==> src/rtl/popcount_pkg.sv <==
// -----------------------------------------------------------------------------
// popcount_pkg
// Shared definitions for the streaming population counter:
//   - state_t : control states of the word-at-a-time FSM
//   - clog2   : ceiling log2, usable in constant expressions
//   - cnt_w   : width needed to hold a popcount of a WIDTH-bit word
//   - nchunk  : number of CHUNK-bit beats that make up one word
// -----------------------------------------------------------------------------
package popcount_pkg;

  typedef enum logic [1:0] {
    IDLE = 2'd0,
    BUSY = 2'd1,
    DONE = 2'd2
  } state_t;

  // Smallest r with 2**r >= value (0 for value <= 1).
  function automatic int clog2(input int value);
    int r;
    r = 0;
    for (int i = 0; i < 31; i++) begin
      if ((1 << i) < value) r = i + 1;
    end
    return r;
  endfunction

  function automatic int cnt_w(input int width);
    return clog2(width + 1);
  endfunction

  function automatic int nchunk(input int width, input int chunk);
    return width / chunk;
  endfunction

endpackage

==> src/rtl/popcount_chunk.sv <==
// -----------------------------------------------------------------------------
// popcount_chunk
// Purely combinational population count of one CHUNK-bit slice.
// Ports:
//   i_bits : CHUNK-bit slice to count
//   o_cnt  : number of set bits, $clog2(CHUNK+1) wide
// -----------------------------------------------------------------------------
module popcount_chunk #(
  parameter int CHUNK = 8
) (
  input  logic [CHUNK-1:0]             i_bits,
  output logic [$clog2(CHUNK+1)-1:0]   o_cnt
);

  localparam int CC_W = $clog2(CHUNK + 1);

  always_comb begin
    o_cnt = '0;
    for (int i = 0; i < CHUNK; i++) begin
      o_cnt = o_cnt + CC_W'(i_bits[i]);
    end
  end

endmodule

==> src/rtl/popcount_stream.sv <==
// -----------------------------------------------------------------------------
// popcount_stream
// Multi-cycle population counter with valid/ready handshakes on both sides.
// One WIDTH-bit word is accepted in IDLE and counted CHUNK bits per clock in
// BUSY. In per-word mode (mode=0) the word's count is presented in DONE; in
// accumulate mode (mode=1) counts are summed, saturating at 2^ACC_W-1, and
// the total is presented only after the word flagged in_last.
// Ports:
//   clk        : clock, rising edge
//   reset      : synchronous, active-high
//   in_valid   : in_data/in_last/mode valid
//   in_ready   : block can accept a word (IDLE and not in reset)
//   in_data    : word to count
//   in_last    : final word of an accumulate packet
//   mode       : 0 = per-word count, 1 = accumulate
//   out_valid  : out_count/out_sat valid (DONE)
//   out_ready  : consumer accepts the result
//   out_count  : count result
//   out_sat    : accumulated total was clipped
// -----------------------------------------------------------------------------
module popcount_stream
  import popcount_pkg::*;
#(
  parameter int WIDTH = 32,
  parameter int CHUNK = 8,
  parameter int ACC_W = 16
) (
  input  logic             clk,
  input  logic             reset,
  input  logic             in_valid,
  output logic             in_ready,
  input  logic [WIDTH-1:0] in_data,
  input  logic             in_last,
  input  logic             mode,
  output logic             out_valid,
  input  logic             out_ready,
  output logic [ACC_W-1:0] out_count,
  output logic             out_sat
);

  localparam int NCHUNK = nchunk(WIDTH, CHUNK);
  localparam int CNT_W  = cnt_w(WIDTH);
  localparam int CC_W   = clog2(CHUNK + 1);
  localparam int K_W    = (NCHUNK > 1) ? clog2(NCHUNK) : 1;

  state_t             r_state;
  state_t             w_state_next;

  logic [WIDTH-1:0]   r_word;
  logic               r_mode;
  logic               r_last;
  logic [CNT_W-1:0]   r_wc;
  logic [K_W-1:0]     r_k;
  logic [ACC_W-1:0]   r_acc;
  logic               r_sat;
  logic [ACC_W-1:0]   r_out_count;
  logic               r_out_sat;

  logic [CC_W-1:0]    w_chunk_cnt;
  logic [CNT_W-1:0]   w_wc_next;
  logic [ACC_W:0]     w_sum;
  logic               w_ovf;
  logic [ACC_W-1:0]   w_sum_sat;
  logic               w_last_beat;
  logic               w_accept;

  // The word register is shifted down one chunk per beat, so the slice being
  // counted is always the low CHUNK bits.
  popcount_chunk #(.CHUNK(CHUNK)) u_chunk (
    .i_bits (r_word[CHUNK-1:0]),
    .o_cnt  (w_chunk_cnt)
  );

  assign w_wc_next   = r_wc + CNT_W'(w_chunk_cnt);
  assign w_last_beat = (r_k == K_W'(NCHUNK - 1));
  assign w_accept    = in_valid && in_ready;

  // One extra bit of headroom exposes overflow as the carry-out.
  assign w_sum     = {1'b0, r_acc} + (ACC_W + 1)'(w_wc_next);
  assign w_ovf     = w_sum[ACC_W];
  assign w_sum_sat = w_ovf ? {ACC_W{1'b1}} : w_sum[ACC_W-1:0];

  always_ff @(posedge clk) begin
    if (reset) r_state <= IDLE;
    else       r_state <= w_state_next;
  end

  always_comb begin
    w_state_next = r_state;
    in_ready     = 1'b0;
    out_valid    = 1'b0;
    case (r_state)
      IDLE: begin
        in_ready = !reset;
        if (w_accept) w_state_next = BUSY;
      end
      BUSY: begin
        // Mid-packet accumulate words return to IDLE without a result.
        if (w_last_beat) w_state_next = (!r_mode || r_last) ? DONE : IDLE;
      end
      DONE: begin
        out_valid = 1'b1;
        if (out_ready) w_state_next = IDLE;
      end
      default: w_state_next = IDLE;
    endcase
  end

  // Captured word and its attributes; not reset, only meaningful once accepted.
  always_ff @(posedge clk) begin
    if (r_state == IDLE && w_accept) begin
      r_word <= in_data;
      r_mode <= mode;
      r_last <= in_last;
    end else if (r_state == BUSY) begin
      r_word <= r_word >> CHUNK;
    end
  end

  always_ff @(posedge clk) begin
    if (reset) begin
      r_wc        <= '0;
      r_k         <= '0;
      r_acc       <= '0;
      r_sat       <= 1'b0;
      r_out_count <= '0;
      r_out_sat   <= 1'b0;
    end else begin
      case (r_state)
        IDLE: begin
          if (w_accept) begin
            r_wc <= '0;
            r_k  <= '0;
          end
        end
        BUSY: begin
          r_wc <= w_wc_next;
          r_k  <= r_k + K_W'(1);
          if (w_last_beat) begin
            if (!r_mode) begin
              // Per-word result leaves any open packet untouched.
              r_out_count <= ACC_W'(w_wc_next);
              r_out_sat   <= 1'b0;
            end else if (!r_last) begin
              r_acc <= w_sum_sat;
              r_sat <= r_sat | w_ovf;
            end else begin
              r_out_count <= w_sum_sat;
              r_out_sat   <= r_sat | w_ovf;
              r_acc       <= '0;
              r_sat       <= 1'b0;
            end
          end
        end
        default: ;
      endcase
    end
  end

  assign out_count = r_out_count;
  assign out_sat   = r_out_sat;

endmodule
==> config.mk <==
export PLATFORM = sky130hd
export DESIGN_NAME = popcount_stream
export DESIGN_NICKNAME = d
export VERILOG_FILES = /design/src/rtl/popcount_pkg.sv /design/src/rtl/popcount_chunk.sv /design/src/rtl/popcount_stream.sv
export SDC_FILE = /design/constraint.sdc
export NUM_CORES = 1
export LEC_CHECK = 0
export ABC_CLOCK_PERIOD_IN_PS = 5600
export CORE_UTILIZATION = 49
export DETAILED_ROUTE_END_ITERATION = 8
export PLACE_DENSITY = 0.85
export SYNTH_ARGS = -nofsm -noshare
export SYNTH_HDL_FRONTEND = slang
export SYNTH_SLANG_ARGS = --single-unit
==> constraint.sdc <==
create_clock -name clk -period 5.6 [get_ports clk]
set_clock_uncertainty 0.2 [all_clocks]
set_input_delay 1.68 -clock clk [delete_from_list [all_inputs] [get_ports clk]]
set_output_delay 1.68 -clock clk [all_outputs]
set_load 0.01 [all_outputs]
==> impl_metrics.toml <==
[critical_path]
path_cells = "ha_1 > inv_1 > fa_1 > fa_1 > fa_1 > fa_1 > xnor2_1 > ha_1 > and3_1 > a221o_1 > xor2_1 > ha_1 > and3_1 > a221oi_4 > buf_4 > nor4_2 > nor3_1 > a31o_2"
rr_startpoint = "r_word[0]$_DFFE_PP_"
worst_path_largest_cell_delay_ns = 0.49
crit_slowest_cell = "fa_1"
setup.reg_to_reg.worst_slack_ns = 0.16
critical_path.startpoint_type = "flop"
cp-end-kind = "flop"
reg2reg_depth = 18
timing.critical_path.required_ns = 5.65
timing.setup.critical_path_class = "reg -> reg"
timing.critical_path.buf_inv = 2
cpLargestDelayFamily = "adder cells"
worst_ep_arrival_time_ns = 5.48
path_common_cell = "fa_1"
path_max_fanout = 5
reg2reg_to = "r_acc[10]$_SDFFE_PP0P_"

[outcome]
run_status = "finished, final reports clean"

[min_path]
destination_of_the_worst_hold_path = "out_sat$_SDFFE_PP0P_"
timing.hold.worst.start = "out_sat$_SDFFE_PP0P_"
worstHoldPathType = "reg -> reg"
instance_count_along_the_most_critical_hold_path = 2

[clock_network]
tritoncts.num_buffers = 9
cts_tree = "built"
clkSlewWorstSetupHoldPaths_ns = 0.09
htree_levels = 3
cts_buffer_depth = 2
tritoncts_num_sinks = 78
clock_latency_ns = 0.35
clock_root_cell = "clkbuf_8"

[timing]
final_max_slew_viol_count = 0
fin_ws_ns = 0.164
hold-worst-slack_ns = 0.239
slew_headroom_pct = 40.8
max_freq_mhz = 184
rsz0062_at_grt = "false"
totalNegativeSetupSlack_ns = 0
final-hold-violation-count = 0
final_min_period_over_clock_period_pct = 97.1
fin_crit_ns = 5.44
finalSetupViolations = 0
tightestPinTransition_ns = 0.885

[layout]
core_utilization_of_the_finished_layout_pct = 61.8
layout.filler_cells = 640
num_antenna_cells = 0
synthToLayoutAreaGrowth_pct = 21.7
post_route_cells_drive_above_1_share_pct = 8.54
nets = 533
layout.cell_area.non_filler_um2 = 4800

[global_routing]
gr-total-overflow = 0
first_global_vias = 3146
global_route.usage.total_pct = 22.4
grt_first_pass_wirelength_mm = 14.9
grt_max_degree = 33
number_of_antenna_violations_at_the_first_check_in_global_routing = 0

[die]
top_level_ports = 57
floorplan.rows = 32
core_area_um2 = 7770
chipWidth_um = 91.7
floorplan_die_area_um2 = 8410
chipHeight_um = 91.7
initial_core_util_pct = 50.8

[synth]
ys_warn_count = 0
synth_area_um2 = 3940
synth_nets = 478
synth_seq_area_share_pct = 48.2
post_synth_edffs = 34
postSynth.topFlopCell = "dfxtp_1"
synth_area_per_cell_um2 = 9.39
synth_seq_cells = 78
post_synth_num_cell_types = 55
syn_inst = 420
proportion_of_register_bits_with_asynchronous_set_or_reset_after_synthesis_pct = 0

[place]
dpl_worst_slack_ns = 0.0433
placement.cell_area_um2 = 4590
detailedPlacementHpwl_mm = 6.28
gpl.final_weighted_congestion = 0.915
buffer_ports.inserted = 56

[route]
detailedRoute.firstIterationViolations = 357
route.antenna.remaining_nets = 0
routed_wl_mm = 9.12
drtPass1Iterations = 5
wire_per_inst_um = 15.7
routed-via-count = 3396
vias_per_cell = 5.84
remaining_drc_errors = 0

[power]
leakage_nw = 1.92
vdd.ir_drop.worst_v = 0.000136
power_density_nw_per_um2 = 289

[run]
cap_viol_max_count = 0
-- worst max path at each step --
| stage | from | endpoint | slack (ns) | cells after the start |
|---|---|---|---|---|
| 2_1_floorplan | r_word[0]$_DFFE_PP_ | out_count[2]$_SDFFE_PP0P_ | 0.34 | 17 |
| 3_3_place_gp | r_word[0]$_DFFE_PP_ | r_acc[13]$_SDFFE_PP0P_ | 0.21 | 17 |
| 3_5_place_dp | r_word[0]$_DFFE_PP_ | r_acc[13]$_SDFFE_PP0P_ | 0.04 | 17 |
| 4_1_cts | r_word[0]$_DFFE_PP_ | r_acc[13]$_SDFFE_PP0P_ | 0.02 | 17 |
| 5_1_grt | r_word[0]$_DFFE_PP_ | r_acc[15]$_SDFFE_PP0P_ | 0.002 | 17 |
| 6_report | r_word[0]$_DFFE_PP_ | r_acc[10]$_SDFFE_PP0P_ | 0.16 | 18 |
-- where the power goes --
| group | total [W] | switching, W | internal [W] |
|---|---|---|---|
| Combinational | 0.000370 | 0.000210 | 0.000160 |
| Sequential | 0.000651 | 0.0000168 | 0.000634 |
| Clock | 0.000368 | 0.000208 | 0.000159 |
| Total | 0.00139 | 0.000435 | 0.000953 |
-- tightest hold or removal path, cell delays in order, from the launching register on --
cell and delay [ns]:
dfxtp_1 0.31, nand2_1 0.05, nand2_1 0.04
-- Yosys cell counts, types with 2 or more instances --
cell type	n	area share (%)
a32oi_1	3	0.67
a211oi_1	8	1.5
ha_1	14	4.4
nor2_1	19	1.8
o31ai_1	3	0.57
a221o_1	3	0.76
and3b_1	2	0.44
fa_1	6	3.0
nor3b_1	4	0.76
a21oi_1	28	3.6
nand3_1	17	2.2
a21o_1	5	0.95
a31oi_1	8	1.3
and2_1	3	0.48
dfxtp_1	44	22
nor3_1	4	0.51
a31o_2	3	0.67
buf_4	4	0.76
o21ai_0	15	1.9
o211ai_1	2	0.38
xnor2_1	8	1.8
nor2b_1	4	0.63
and4_1	2	0.44
nand4_1	2	0.32
buf_2	5	0.63
clkbuf_1	10	0.95
edfxtp_1	34	26
and3_1	15	2.4
a22oi_1	2	0.38
a311oi_1	2	0.44
xor2_1	5	1.1
nand2_1	98	9.3
nand2b_1	3	0.48
inv_1	14	1.3
-- state kept, by name, summed over array words and instances (netlist names) --
| name | count |
|---|---|
| r_last | 1 |
| out_sat | 1 |
| r_acc | 16 |
| r_wc | 6 |
| r_state | 2 |
| r_k | 2 |
| out_count | 16 |
| r_sat | 1 |
| r_mode | 1 |
| r_word | 32 |
-- timing repair --
item,in CTS,in global routing
hold buffers,0,0
setup endpoints to repair,0,26
endpoints found under the hold margin,0,0
setup buffers,0,1
gates resized for setup,0,9
-- through the flow --
stage                     std cells  total power [W]
after global placement          565         0.000997
final                           582          0.00139
after global routing            582          0.00146
after floorplan                 420         0.000911
after detailed placement        565          0.00102
after CTS                       581          0.00138
-- area by class of cell --
| cell class | count | area [µm²] | area share [%] |
|---|---|---|---|
| flip-flops and latches | 78 | 1900 | 39.6 |
| multi-input cells | 307 | 1930 | 40.2 |
| clock buffers | 10 | 128 | 2.66 |
| repair buffers | 64 | 621 | 12.9 |
| well taps | 102 | 128 | 2.66 |
| inverters | 15 | 56.3 | 1.17 |
| clock inverters | 6 | 37.5 | 0.782 |
-- cell usage in the layout, fill, tap and decap left out, types with 9 or more instances in the layout --
cell             Yosys  routed
o21ai_0             15      14
clkdlybuf4s50_1      0      56
nand2_1             98      98
ha_1                14      14
edfxtp_1            34      34
clkbuf_8             0       9
dfxtp_1             44      44
nor2_1              19      18
inv_1               14      14
a21oi_1             28      27
and3_1              15      15
nand3_1             17      16
-- cells by family (layout without fill, tap and decap cells) --
| kind of cell | count (synthesis) | in the layout | synth area share [%] |
|---|---|---|---|
| buffers and inverters | 35 | 95 | 3.87 |
| XOR/XNOR | 13 | 13 | 2.89 |
| adder cells (fa/ha/maj) | 20 | 20 | 7.49 |
| multiplexers | 1 | 1 | 0.286 |
| AND/OR/NAND/NOR | 180 | 180 | 21.3 |
| flip-flops | 78 | 78 | 48.2 |
| AO/OA/AOI/OAI | 93 | 93 | 15.9 |
-- per-layer routing --
metal / track usage [%] / vias up / part of all wire, %
li1: - / 1606 / -
met1: 31.9 / 1593 / 43
met2: 34.1 / 175 / 47
met3: 3.98 / 22 / 7.5
met4: 8.46 / 0 / 2.0
met5: 0 / - / 0
Power figures use the tool's default switching activity.
==> RTL edit 1: new RTL, same flow settings <==
`CHUNK` is set to 8 in 2 places; all go to 16.
--- a/src/rtl/popcount_chunk.sv
+++ b/src/rtl/popcount_chunk.sv
@@ -7,5 +7,5 @@
 // -----------------------------------------------------------------------------
 module popcount_chunk #(
-  parameter int CHUNK = 8
+  parameter int CHUNK = 16
 ) (
   input  logic [CHUNK-1:0]             i_bits,
--- a/src/rtl/popcount_stream.sv
+++ b/src/rtl/popcount_stream.sv
@@ -23,5 +23,5 @@
 #(
   parameter int WIDTH = 32,
-  parameter int CHUNK = 8,
+  parameter int CHUNK = 16,
   parameter int ACC_W = 16
 ) (
Behaviour: not the same (a bounded check fails within 4 cycles, from zero or initial values and one cycle with reset high).
==> RTL edit 1 against the original RTL <==
  * The run now ends with negative setup slack left
  * Synthesized area increased by 5.4%
  * Sequential cell count fell by 1
  * Routed wire length grew 16%
  * Synthesized cell count is 3.8% higher
  * Non-clock buffer count up 37
  * Worst setup slack lost 0.84 ns
  * Final area up 18%
  * Sequential share of layout area shrank 6.5 points
  * Critical path type unchanged
  * Critical endpoint is now out_count[11]
Power is not compared: it rests on default switching activity, and its combinational part moved more than twofold at a synthesized area within 25%.
==> RTL edit 1: results (changes against the original RTL) <==
| Metric | Value |
|---|---|
| Seq/Total Area, Yosys | `0.453 (-0.0294)` |
| Via count | `3644 (+7.3%)` |
| Final setup viols | `34 (+34)` |
| First-pass GRT wire length | `16700 microns (+12%)` |
| Worst rel slew slack | `0.453 (+0.0456)` |
| Syn nets | `502 (+5.0%)` |
| Mux contribution to synthesized area | `0.00241 (-0.000446)` |
| Critical Path Max Stage Delay | `0.55 ns (+0.06 ns)` |
| Most flop-heavy register | `r_word` |
| Final Instance Area | `5670 sq um (+18%)` |
| Post-Synth XOR/XNOR Area | `0.0211 (-0.00779)` |
| Syn Inst Count | `436 (+3.8%)` |
| Synth Area in Adders | `0.106 (+0.0311)` |
| Iter 0 DRT Violations | `237 (-34%)` |
| Post-route setup slack | `-0.681 ns (-0.845 ns)` |
| Final GP Congestion | `0.902 (-1.4%)` |
| Post-synth EDFFs | `34 (unchanged)` |
| # fillers | `611 (-4.5%)` |
| Fin nets | `597 (+12%)` |
| Gr usage total | `0.247 (+0.0232)` |
| Post-route total power | `2.76 mW` |
| Final non-filler cell total | `641 (+10%)` |
| Top_reg_cell synth | `dfxtp_1` |
| Area post-placement | `5150 sq um (+12%)` |
| Leakage | `2.32 nW` |
| Top cells by count, synth | `73 x nand2_1, 43 x dfxtp_1, 34 x edfxtp_1, 32 x inv_1, 23 x a21oi_1` |
| Vias in the first global route | `3517 (+12%)` |
| TNS Setup | `-19.27 ns (-19.27 ns)` |
| Status | `finished with violations` |
| Most area-consuming cells after synthesis | `edfxtp_1 25%, dfxtp_1 21%, nand2_1 6.6%` |
| Crit path DAT | `6.36 ns (+0.88 ns)` |
| Pre-CTS setup slack | `-0.780 ns (-0.823 ns)` |
| Layout cell share with drive strength beyond 1 | `0.229 (+0.144)` |
| Placed cells | `617 (+9.2%)` |
| Synth Area in Compound Gates | `0.165 (+0.00575)` |
| Largest net degree at the start of global routing | `33 (unchanged)` |
| CP Max Fanout | `6 (+1)` |
| Failing checks | `negative setup slack` |
| Routed length per instance | `16.6 microns (+5.7%)` |
| Distinct cells, synth | `56 (+1.8%)` |
| H-Tree Depth | `3 (unchanged)` |
| CP max stage cell | `fa_2` |
| Post-DP HPWL | `7620 microns (+21%)` |
==> RTL edit 1: cell types whose count changed in the layout (fill, tap and decap cells not counted), moves of 6 or more <==
| cell | before | now |
|---|---|---|
| nor2_1 | 18 | 12 |
| a21oi_1 | 27 | 18 |
| a211oi_1 | 8 | 2 |
| inv_1 | 14 | 30 |
| nand3_1 | 16 | 9 |
| o21ai_2 | 0 | 6 |
| buf_4 | 8 | 39 |
| a22oi_1 | 2 | 8 |
| and3_1 | 15 | 21 |
| nand2_1 | 98 | 72 |
| o21ai_0 | 14 | 8 |
==> RTL edit 1: worst paths after layout <==
| check | startpoint | to | slack (ns) | depth (start not counted) |
|---|---|---|---|---|
| setup / recovery | r_word[1] | out_count[11] | -0.68 | 20 |
| hold / removal | out_count[11] | out_count[11] | 0.26 | 2 |
| setup reg to reg | r_word[1] | out_count[11] | -0.68 | 20 |
| hold reg to reg | out_count[11] | out_count[11] | 0.26 | 2 |
==> RTL edit 1: timing repair <==
action                     CTS  global route
pin swaps                   16            17
setup endpoints to repair   34            34
gates resized for setup     21            29
buffers inserted             2             7
==> RTL edit 1: routing by layer <==
| layer | wire length (microns) | up-vias | global-route usage |
|---|---|---|---|
| li1 | - | 1754 | - |
| met1 | 4670 | 1739 | 0.335 |
| met2 | 5160 | 130 | 0.398 |
| met3 | 574 | 21 | 0.0405 |
| met4 | 212 | 0 | 0.0897 |
| met5 | 0 | - | 0 |
==> RTL edit 1: final cells by class <==
class	count	share of cell area
sequential	77	0.332
timing repair buffer	101	0.163
clock buffer	9	0.0218
inverter	33	0.0218
clock inverter	7	0.0212
multi-input combinational	309	0.417
tap	105	0.0232
==> RTL edit 2: new RTL, config.mk and constraints unchanged <==
Without the edit above. Reset style: asynchronous (`reset`), changed in 2 clocked blocks.
--- a/src/rtl/popcount_stream.sv
+++ b/src/rtl/popcount_stream.sv
@@ -81,5 +81,5 @@
   assign w_sum_sat = w_ovf ? {ACC_W{1'b1}} : w_sum[ACC_W-1:0];
 
-  always_ff @(posedge clk) begin
+  always_ff @(posedge clk or posedge reset) begin
     if (reset) r_state <= IDLE;
     else       r_state <= w_state_next;
@@ -118,5 +118,5 @@
   end
 
-  always_ff @(posedge clk) begin
+  always_ff @(posedge clk or posedge reset) begin
     if (reset) begin
       r_wc        <= '0;
Formal check against the unedited RTL: differs if reset is asserted again (counterexample within 10 cycles, from zero or initial values and one cycle with reset high); with reset held inactive, the same outputs for 10 cycles.
==> RTL edit 2 against the original RTL <==
  * Via count up 1.9%
  * Routed wire length up 5.2%
  * Synthesized cell count up 1.9%
  * Synthesized area up 7.4%
  * Count of clock-buffer cells in the layout unchanged
  * First-iteration DRC count down 25%
  * Sequential cell count unchanged
  * Final area up 9.9%
  * Worst setup slack worse by 0.033 ns
  * Core utilization up 1.8 points
  * Critical endpoint is now out_count[15]
Power is left out: the tool's default activity adds up to more than one toggle a clock period on the data nets, which glitch-free logic cannot reach.
==> RTL edit 2: results (changes against the original RTL) <==
| Metric | Value |
|---|---|
| Status | `finished, final reports clean` |
| Layout cell share with drive strength beyond 1 | `0.147 (+0.0620)` |
| H-Tree Depth | `3 (unchanged)` |
| Worst hold path class | `reg -> reg` |
| Via-to-Cell Ratio | `5.70 (-2.3%)` |
| Fin nets | `555 (+4.1%)` |
| Distinct cells, synth | `61 (+11%)` |
| Hold Path Stages | `2 (unchanged)` |
| Met2 usage | `0.338 (-0.00395)` |
| Area leader, netlist | `dfrtp_1` |
| CTS Buffer Depth | `2 (unchanged)` |
| Pre-CTS setup slack | `-0.0748 ns (-0.118 ns)` |
| Vias in the first global route | `3162 (+0.51%)` |
| Crit path DAT | `5.52 ns (+0.04 ns)` |
| Iter 0 DRT Violations | `267 (-25%)` |
| Worst rel slew slack | `0.221 (-0.186)` |
| Global-route met3 utilization | `0.0282 (-0.0116)` |
| CTS Root Cell | `clkbuf_8` |
| CP max stage cell | `fa_2` |
| Gr usage total | `0.217 (-0.00712)` |
| Largest net degree at the start of global routing | `33 (unchanged)` |
| FF-to-FF Start | `r_word[0]` |
| Hold Startpoint | `out_count[6]` |
| FF-to-FF setup slack | `0.13 ns (-0.03 ns)` |
| R2R depth | `18 (unchanged)` |
| Seq/Total Area, Yosys | `0.501 (+0.0188)` |
| Met2 wire len | `4590 microns (+7.0%)` |
| Synth warn | `0 (unchanged)` |
| Top cells by count, synth | `113 x nand2_1, 44 x dfrtp_1, 34 x edfxtp_1, 22 x o21ai_0, 18 x inv_1` |
| Post-synth ARST share | `0.564 (+0.564)` |
| Syn nets | `486 (+1.7%)` |
| Area post-placement | `4920 sq um (+7.2%)` |
| Diodes inserted | `0 (unchanged)` |
| Post-DP HPWL | `6520 microns (+3.8%)` |
| Met3 wire len | `476 microns (-30%)` |
| Critical Path Max Stage Delay | `0.54 ns (+0.05 ns)` |
| Post-synth EDFFs | `34 (unchanged)` |
| DRT met1 WL | `4250 microns (+7.2%)` |
| Drt first pass iters | `5 (unchanged)` |
| Antenna violations before repair | `0 (unchanged)` |
| Clk slew on worst S/H paths | `0.08 ns` |
| WHS Endpoint | `out_count[6]` |
| Worst skew pair latency | `0.35 ns (about the same)` |
| Final wirelength | `9590 microns (+5.2%)` |
| First-pass GRT wire length | `14800 microns (-0.28%)` |
| Most area-consuming cells after synthesis | `dfrtp_1 26%, edfxtp_1 24%, nand2_1 10%` |
| Top sig layer | `met4` |
| RR Endpoint | `out_count[15]` |
| Final GP Congestion | `0.893 (-2.4%)` |
| CP Max Fanout | `7 (+2)` |
| Largest register FFs | `32 (unchanged)` |
| Met1 usage in global routing | `0.300 (-0.0184)` |
| Fin Hold WS | `0.283 ns (+0.0441 ns)` |
RTL edit 2: changes by cell type in the layout (fill, tap and decap cells not counted), sizes merged, moves of 11 or more:
cell	change
a21oi	-16
buf	+14
dfrtp	+44
dfxtp	-44
nand2	+16
nor2	-11
o21ai	+22
RTL edit 2: cell families after synthesis:
family	synth area share
muxes	0.00236
AOI/OAI and AO/OA	0.146
adders and majority gates	0.0697
DFF	0.501
and+or+nand+nor	0.219
buffers and inverters	0.0396
xor gates and xnor gates	0.0227
RTL edit 2: repair_timing:
| item | CTS | global route |
|---|---|---|
| gates resized for setup | 1 | 19 |
| endpoints found under the hold margin | 0 | 0 |
| pin swaps | 1 | 2 |
| buffers inserted | 2 | 8 |
| setup endpoints to repair | 10 | 26 |
RTL edit 2: how the worst max path moves through the flow:
| stage | to | startpoint | cells after the start | slack [ns] |
|---|---|---|---|---|
| final | out_count[15] | r_word[0] | 18 | 0.13 |
| after global routing | out_count[15] | r_word[0] | 18 | -0.1 |
| after global placement | r_acc[7] | r_word[0] | 19 | 0.12 |
| after CTS | out_count[15] | r_word[0] | 18 | 0.06 |
| after floorplan | r_acc[11] | r_word[0] | 19 | 0.25 |
| after detailed placement | r_acc[7] | r_word[0] | 19 | -0.07 |
RTL edit 2: layout make-up:
cell class,count,area (sq um)
clock inverter,6,62.6
inverter,18,67.6
clock buffer,10,128
multi-input combinational,312,2030
fill,639,3020
sequential,78,2120
tap,105,131
timing repair buffer,78,737
RTL edit 2: metrics by stage:
stage / cells / utilization
final: 607 / 0.636
after floorplan: 428 / -
after detailed placement: 581 / 0.592
after CTS: 599 / 0.619
after global routing: 607 / 0.636
after global placement: 581 / 0.592
